**src/rtl/hazard_tracker.sv**
```systemverilog
// Hazard controller for the 5-stage MIPS core.
// Tracks E/M/W destinations and derives the D-stage stall plus all forwarding selects.
module hazard_tracker #(
  parameter int unsigned RA_W  = 5,
  parameter int unsigned SEL_W = 4
) (
  input  logic              clk,
  input  logic              reset,
  input  logic [RA_W-1:0]   rs_D,
  input  logic [RA_W-1:0]   rt_D,
  input  logic [1:0]        tuse_rs_D,
  input  logic [1:0]        tuse_rt_D,
  input  logic [RA_W-1:0]   a3_D,
  input  logic [1:0]        tnew_D,
  input  logic [1:0]        src_D,
  output logic              stall,
  output logic [SEL_W-1:0]  mfcmp1dSel,
  output logic [SEL_W-1:0]  mfcmp2dSel,
  output logic [SEL_W-1:0]  mfaluaSel,
  output logic [SEL_W-1:0]  mfalubSel,
  output logic [SEL_W-1:0]  mfdmwdSel
);

  localparam logic [1:0] SRC_DM  = 2'd1;
  localparam logic [1:0] SRC_PC4 = 2'd2;

  localparam logic [SEL_W-1:0] SEL_RF     = SEL_W'(0);
  localparam logic [SEL_W-1:0] SEL_ALUC_M = SEL_W'(1);
  localparam logic [SEL_W-1:0] SEL_PC4_M  = SEL_W'(2);
  localparam logic [SEL_W-1:0] SEL_ALUC_W = SEL_W'(3);
  localparam logic [SEL_W-1:0] SEL_DMRD_W = SEL_W'(4);

  // Scoreboard entries for the E, M and W stages
  logic [RA_W-1:0] a3_e, rs_e, rt_e;
  logic [1:0]      tnew_e, src_e;
  logic [RA_W-1:0] a3_m, rt_m;
  logic [1:0]      tnew_m, src_m;
  logic [RA_W-1:0] a3_w;
  logic [1:0]      src_w;

  logic [1:0]      tnew_e_dec;

  // Register 0 is hard-wired, so it never matches a producer
  function automatic logic hit(input logic [RA_W-1:0] a3, input logic [RA_W-1:0] r);
    return (r != '0) && (a3 == r);
  endfunction

  function automatic logic need_stall(
    input logic [RA_W-1:0] r,
    input logic [1:0]      tuse,
    input logic [RA_W-1:0] a3e,
    input logic [1:0]      tne,
    input logic [RA_W-1:0] a3m,
    input logic [1:0]      tnm
  );
    return (hit(a3e, r) && (tuse < tne)) || (hit(a3m, r) && (tuse < tnm));
  endfunction

  // M wins over W; M only forwards once its result is ready
  function automatic logic [SEL_W-1:0] fwd_sel(
    input logic [RA_W-1:0] r,
    input logic [RA_W-1:0] a3m,
    input logic [1:0]      tnm,
    input logic [1:0]      srcm,
    input logic [RA_W-1:0] a3w,
    input logic [1:0]      srcw
  );
    logic [SEL_W-1:0] sel;
    sel = SEL_RF;
    if (hit(a3m, r) && (tnm == 2'd0)) begin
      sel = (srcm == SRC_PC4) ? SEL_PC4_M : SEL_ALUC_M;
    end else if (hit(a3w, r)) begin
      sel = (srcw == SRC_DM) ? SEL_DMRD_W : SEL_ALUC_W;
    end
    return sel;
  endfunction

  function automatic logic [SEL_W-1:0] w_sel(
    input logic [RA_W-1:0] r,
    input logic [RA_W-1:0] a3w,
    input logic [1:0]      srcw
  );
    logic [SEL_W-1:0] sel;
    sel = SEL_RF;
    if (hit(a3w, r)) begin
      sel = (srcw == SRC_DM) ? SEL_DMRD_W : SEL_ALUC_W;
    end
    return sel;
  endfunction

  assign tnew_e_dec = (tnew_e == 2'd0) ? 2'd0 : (tnew_e - 2'd1);

  // Stall and selects are combinational from scoreboard plus D-stage fields
  always_comb begin
    stall      = 1'b0;
    mfcmp1dSel = SEL_RF;
    mfcmp2dSel = SEL_RF;
    mfaluaSel  = SEL_RF;
    mfalubSel  = SEL_RF;
    mfdmwdSel  = SEL_RF;

    stall = need_stall(rs_D, tuse_rs_D, a3_e, tnew_e, a3_m, tnew_m)
          | need_stall(rt_D, tuse_rt_D, a3_e, tnew_e, a3_m, tnew_m);

    mfcmp1dSel = fwd_sel(rs_D, a3_m, tnew_m, src_m, a3_w, src_w);
    mfcmp2dSel = fwd_sel(rt_D, a3_m, tnew_m, src_m, a3_w, src_w);
    mfaluaSel  = fwd_sel(rs_e, a3_m, tnew_m, src_m, a3_w, src_w);
    mfalubSel  = fwd_sel(rt_e, a3_m, tnew_m, src_m, a3_w, src_w);
    mfdmwdSel  = w_sel(rt_m, a3_w, src_w);
  end

  // A stall inserts a bubble into E while M and W keep draining
  always_ff @(posedge clk or negedge reset) begin
    if (!reset) begin
      a3_e   <= '0;
      rs_e   <= '0;
      rt_e   <= '0;
      tnew_e <= 2'd0;
      src_e  <= 2'd0;
      a3_m   <= '0;
      rt_m   <= '0;
      tnew_m <= 2'd0;
      src_m  <= 2'd0;
      a3_w   <= '0;
      src_w  <= 2'd0;
    end else begin
      if (stall) begin
        a3_e   <= '0;
        rs_e   <= '0;
        rt_e   <= '0;
        tnew_e <= 2'd0;
        src_e  <= 2'd0;
      end else begin
        a3_e   <= a3_D;
        rs_e   <= rs_D;
        rt_e   <= rt_D;
        tnew_e <= tnew_D;
        src_e  <= src_D;
      end
      a3_m   <= a3_e;
      rt_m   <= rt_e;
      tnew_m <= tnew_e_dec;
      src_m  <= src_e;
      a3_w   <= a3_m;
      src_w  <= src_m;
    end
  end

endmodule

```
**config.mk**
```make
export PLATFORM = sky130hd
export DESIGN_NAME = hazard_tracker
export DESIGN_NICKNAME = d
export VERILOG_FILES = /design/src/rtl/hazard_tracker.sv
export SDC_FILE = /design/constraint.sdc
export NUM_CORES = 1
export LEC_CHECK = 0
export BUFFER_PORTS_ARGS = -buffer_cell sky130_fd_sc_hd__buf_2
export CORE_MARGIN = 4
export CORE_UTILIZATION = 54
export DETAILED_ROUTE_END_ITERATION = 16
export GPL_TIMING_DRIVEN = 0
export PLACE_DENSITY = 0.82
export SYNTH_ARGS = -nofsm -noshare
export SYNTH_HDL_FRONTEND = slang
export SYNTH_SLANG_ARGS = --single-unit
```
**constraint.sdc**
```tcl
create_clock -name clk -period 1.8 [get_ports clk]
set_clock_uncertainty 0.05 [all_clocks]
set_input_delay 0.09 -clock clk [delete_from_list [all_inputs] [get_ports clk]]
set_output_delay 0.09 -clock clk [all_outputs]
set_load 0.02 [all_outputs]
```
==> metrics.txt, run 1 <==
outcome=finished, violations left; failing checks=setup timing; fraction of power spent switching nets=30.7%; DR DRC count=0; antenna cell count=0; Startpoint Class=register; first-pass GRT wire length=9.15 mm; Max rail drop VDD=519 µV; Avg Vias per Cell=5.60; TritonCTS clock tree=built; largest net degree at the start of global routing=41; Final ANT Viol Nets=0; Die Span Y=72.0 µm; Die X=72.0 µm; max_cap viols=0; Pre-antenna DRT Iters=4; Cell Chain, Critical Path=xnor2_1, nand3_1, nor2_1, a2111o_1, o22ai_1, buf_4; Final Hold Fails=0; number of global-route vias before repair=1876; critical path type=reg2out; CP top delay family=compound AO/OA/AOI/OAI gates; Tcrit/Tclk final=121%; vias=1922; fmax=0.458 GHz; clock period minus worst slack=2.18 ns; flip-flop and latch count after synthesis=40; Clock Sinks=40; Clock Path Buffers=2; H-tree levels=2; Sw Pwr=0.771 mW; unrepaired setup endpoints after global routing=true; Synth Instances=212; post-synth top area cell=dfrtp_1; worst min path class=in2reg; CTS clk-pin slew, worst paths=0.08 ns; gpl congestion=0.869; share of cells above drive strength 1=43.3%; wire per inst=18.6 µm; Worst-Skew Late Latency=0.29 ns; slowest stage cell, crit path=dfrtp_2; final setup margin=-0.385 ns; sequential area share after synthesis=45.2%; Leakage Power=1.42 nW; CTS buffer count=5; Placed Instance Area=2510 µm²; setup violators final=35; Initial DRC Count=183; synth warn=0; Seq pwr share=43.2%; clock power share=29.1%; global route total overflow=0; final instance area=3190 µm²; proportion of netlist area held by the largest area contributor=45.2%; Req. time, crit path=1.66 ns; Max stage delay on crit path=0.49 ns; PortBufs=40; I/O pins=46; Syn Area/Cell=10.4 µm²; overall routing resource usage=23.5%; die area=5180 µm²; Setup crit end kind=output port; final hold slack=0.0536 ns; Cell Area, Synth=2210 µm²; WP data arrival=2.04 ns; synth unique cells=31; FF+latch area=1010 µm²; Pwr Density=787 nW/µm²; post-DP HPWL=3.74 mm; combinational share of power=27.7%; crit path max fanout=5; crit path buf inv count=1; CTS root buf=clkbuf_8; slew of the pin with the lowest slew margin=0.885 ns; Internal=1.74 mW; initial antenna violation count=0; Slew Viols, Final=0; multi-input logic area=1350 µm²; total routed wirelength=6.39 mm; Core Area=3970 µm²; area delta synth->final=44.1%; fillers=221; Layout Nets=321; row cnt=23; Starting Density=55.7%; synth top area cells=dfrtp_1 (45%), xor2_1 (13%), xnor2_1 (8.3%), and2_1 (5.9%), ha_1 (2.3%); Rel. slew slack=41.0%
## through the flow
step           power, mW  instances  utilization [%]  setup slack [ns]  setup TNS [ns]
2_1_floorplan       1.39        216                -            0.0325               0
3_3_place_gp        1.53        306             63.2           -0.0994          -0.244
3_5_place_dp        1.55        306             63.2            -0.138          -0.410
4_1_cts             2.39        335             74.8            -0.229           -2.87
5_1_grt             2.61        343             80.3            -0.428           -6.67
6_report            2.51        343             80.3            -0.385           -4.80
## placed cells by master, fill, tap and decap left out, drive strengths merged, types with 3 or more instances in the layout
master,n
buf,72
dfrtp,40
xor2,33
and2,21
xnor2,21
nor2,11
dlygate4sd3,10
nor3,10
nand2,7
nand2b,6
clkbuf,6
o21ai,6
nor4,6
a21oi,5
conb,5
nand3,5
nand4,4
ha,4
inv,3
and4,3
## what timing repair did
action | CTS | global route
resized for setup | 52 | 33
pin swaps | 27 | 18
hold buffers | 10 | 0
hold endpoints to repair | 49 | 0
gates cloned | 0 | 1
buffers inserted | 13 | 7
endpoints found under the setup margin | 35 | 35
## power by group through the flow
| stage | Combinational [mW] | Clock (mW) | Sequential (mW) |
|---|---|---|---|
| after floorplan | 0.337 | 0 | 1.06 |
| after global placement | 0.457 | 0 | 1.07 |
| after detailed placement | 0.473 | 0 | 1.08 |
| after CTS | 0.585 | 0.735 | 1.07 |
| after global routing | 0.745 | 0.769 | 1.09 |
| final | 0.695 | 0.730 | 1.08 |
## logic make-up (layout without fill, tap and decap cells)
logic type	after synthesis	count (layout)	share of synthesized area, %
and+or+nand+nor	77	77	20.4
xor gates and xnor gates	54	54	21.4
DFF	40	40	45.2
AOI/OAI and AO/OA	20	20	5.94
buffers and inverters	16	93	4.64
adders and majority gates	4	4	2.26
other	1	5	0.170
## worst register-to-register path, stage by stage, from the launching register on
cell and delay, ns:
dfrtp_2 0.49, xnor2_1 0.17, nand3_1 0.12, and4bb_2 0.27, nor4_4 0.31, buf_6 0.16
buf_6 0.12, and2_4 0.14
## registers in the layout (all words and copies together), names as in the netlist
signal  count
tnew_m      2
src_w       2
rs_e        5
a3_m        5
rt_e        5
src_m       2
src_e       2
rt_m        5
tnew_e      2
a3_e        5
a3_w        5
## layer usage
layer	track usage, %	vias up	routed length [µm]
met4	11.3	0	275
met1	28.6	932	2310
li1	-	862	-
met2	40.0	97	3360
met3	4.71	31	436
met5	0	-	0
## Yosys cell counts
cell       count
xnor2_1       21
a2111o_1       2
nand2_1        7
buf_6          2
conb_1         1
and4_4         1
or4_1          1
o22ai_1        2
o21ai_0        6
nor4_4         1
a21oi_1        5
buf_2          4
and4_1         2
and4bb_2       1
dfrtp_1       40
xor2_1        33
a211oi_1       2
clkbuf_1       1
a211o_1        2
nor4_1         5
nand2b_1       6
nand4_1        4
a2111oi_0      1
buf_4          6
inv_1          3
nand3_1        5
nor2b_1        2
ha_1           4
and2_1        21
nor3_1        10
nor2_1        11
## area by class of cell
class,count,share of cell area [%]
Clock inverter,2,1.10
Clock buffer,6,2.28
Multi-Input combinational cell,160,42.4
Inverter,3,0.353
Sequential cell,40,31.7
Buffer,11,3.18
Timing Repair Buffer,71,17.1
Tap cell,50,1.96
## worst paths after layout
kind	startpoint	to	slack [ns]	cells after the start
setup / recovery	a3_m[1]	mfcmp2dSel[1]	-0.38	6
max in group asynchronous	reset	a3_m[4]	0.69	2
hold reg to reg	src_e[0]	src_m[0]	0.29	0
min in group asynchronous	reset	rt_m[3]	0.39	2
setup reg to reg	a3_m[1]	a3_e[3]	-0.09	7
hold / removal	rt_D[1]	rt_e[1]	0.05	2
(Power assumes the default switching activity.)
==> inputs of run 2 (changes only) <==
- PLACE_DENSITY: 0.82 -> not set
- PLACE_DENSITY_LB_ADDON: not set -> 0.2
==> metrics.txt, run 2 (same netlist as run 1, synthesis figures left out) <==
crit path max fanout=3; fmax=0.482 GHz; global route total overflow=0; Startpoint Class=register; Leakage Power=1.41 nW; Final ANT Viol Nets=0; row cnt=23; I/O pins=46; H-tree levels=2; vias=1780; failing checks=setup timing; unrepaired setup endpoints after global routing=true; first-pass GRT wire length=8.64 mm; placed insts=306; Die X=72.0 µm; final instance area=3150 µm²; worst min path class=in2reg; largest net degree at the start of global routing=41; multi-input logic area=1290 µm²; CTS clk-pin slew, worst paths=0.08 ns; final hold slack=0.0574 ns; Clock Path Buffers=2; Worst-Skew Late Latency=0.29 ns; setup_tns=-3.42 ns; outcome=finished, violations left; Tcrit/Tclk final=115%; PortBufs=40; initial antenna violation count=0; Pwr Density=820 nW/µm²; Cell Chain, Critical Path=inv_2, ha_4, a21oi_1, and4bb_2, nor4_4, buf_6, inv_2, buf_6; number of global-route vias before repair=1868; Placed Instance Area=2510 µm²; overall routing resource usage=22.4%; area delta synth->final=42.4%; fin cells=341; commonest non-fill, non-tap cells in the layout=dfrtp_1 (34), xor2_1 (31), buf_4 (26), buf_2 (26), buf_6 (18); Pre-antenna DRT Iters=4; setup violators final=25; max_cap viols=0; total routed wirelength=5.51 mm; Max stage delay on crit path=0.37 ns; clock period minus worst slack=2.07 ns; Slew Viols, Final=0; Initial DRC Count=96; post-DP HPWL=3.47 mm; fillers=256; Starting Density=55.7%; TritonCTS clock tree=built; final setup margin=-0.273 ns; Setup crit end kind=output port; slowest stage cell, crit path=dfrtp_1; share of cells above drive strength 1=39.9%; Final Hold Fails=0; Avg Vias per Cell=5.22; critical path type=reg2out; Core Area=3970 µm²; most common cell after layout, fill and taps aside=dfrtp_1; antenna cell count=0; wire per inst=16.2 µm; Rel. slew slack=42.5%; FF+latch area=1010 µm²; total power=2.58 mW; DR DRC count=0; Layout Nets=320; Die Span Y=72.0 µm; Clock Sinks=40; gpl congestion=0.879; CTS buffer count=5; die area=5180 µm²; slew of the pin with the lowest slew margin=0.862 ns; Max rail drop VDD=659 µV; WP data arrival=1.93 ns; CTS root buf=clkbuf_8; Req. time, crit path=1.66 ns
==> run 2: final cells by class <==
cell class | count | share of cell area (%)
Buffer | 11 | 3.34
Clock buffer | 5 | 2.18
Clock inverter | 2 | 1.91
Inverter | 3 | 0.357
Multi-Input combinational cell | 160 | 41.0
Sequential cell | 40 | 32.0
Tap cell | 50 | 1.99
Timing Repair Buffer | 70 | 17.2
==> run 2: metrics by stage <==
stage | setup WS [ns] | util [%]
2_1_floorplan | 0.0325 | -
3_3_place_gp | -0.144 | 63.2
3_5_place_dp | -0.189 | 63.2
4_1_cts | -0.225 | 76.5
5_1_grt | -0.354 | 79.3
6_report | -0.273 | 79.3
==> run 2: timing repair <==
item | CTS | global route
hold buffers | 10 | 0
buffers inserted | 16 | 4
setup endpoints to repair | 16 | 35
hold endpoints to repair | 49 | 0
cloned | 0 | 1
gates resized for setup | 50 | 26
pin swaps | 18 | 15
==> run 2: path summary, 6_finish.rpt <==
check / cells after the start / slack (ns) / from / end
hold reg to reg: 0 / 0.31 / src_e[1] / src_m[1]
hold / removal: 2 / 0.06 / rt_D[3] / rt_e[3]
setup / recovery: 8 / -0.27 / tnew_m[1] / stall
setup reg to reg: 8 / -0.02 / tnew_m[1] / rs_e[3]
min in group asynchronous: 2 / 0.40 / reset / rt_m[3]
max in group asynchronous: 2 / 0.70 / reset / a3_m[4]
==> run 2: worst max-delay path: cells and delay by family, from the launching register on <==
family,cells,cell delay [ns]
simple gates,2,0.58
fa+ha+maj,1,0.26
compound gates,1,0.06
flops,1,0.37
buf+inv,4,0.37
==> run 2: power by group <==
group	total [mW]	internal [mW]	switching [mW]
logic	0.663	0.341	0.322
registers	1.07	0.981	0.0900
clock network	0.850	0.545	0.304
==> run 2: per-layer routing <==
layer,vias to the layer above,global-route usage (%),wire length (µm)
met4,0,8.77,165
met1,841,26.6,2150
li1,861,-,-
met3,17,4.57,309
met5,-,0,0
met2,61,39.9,2890
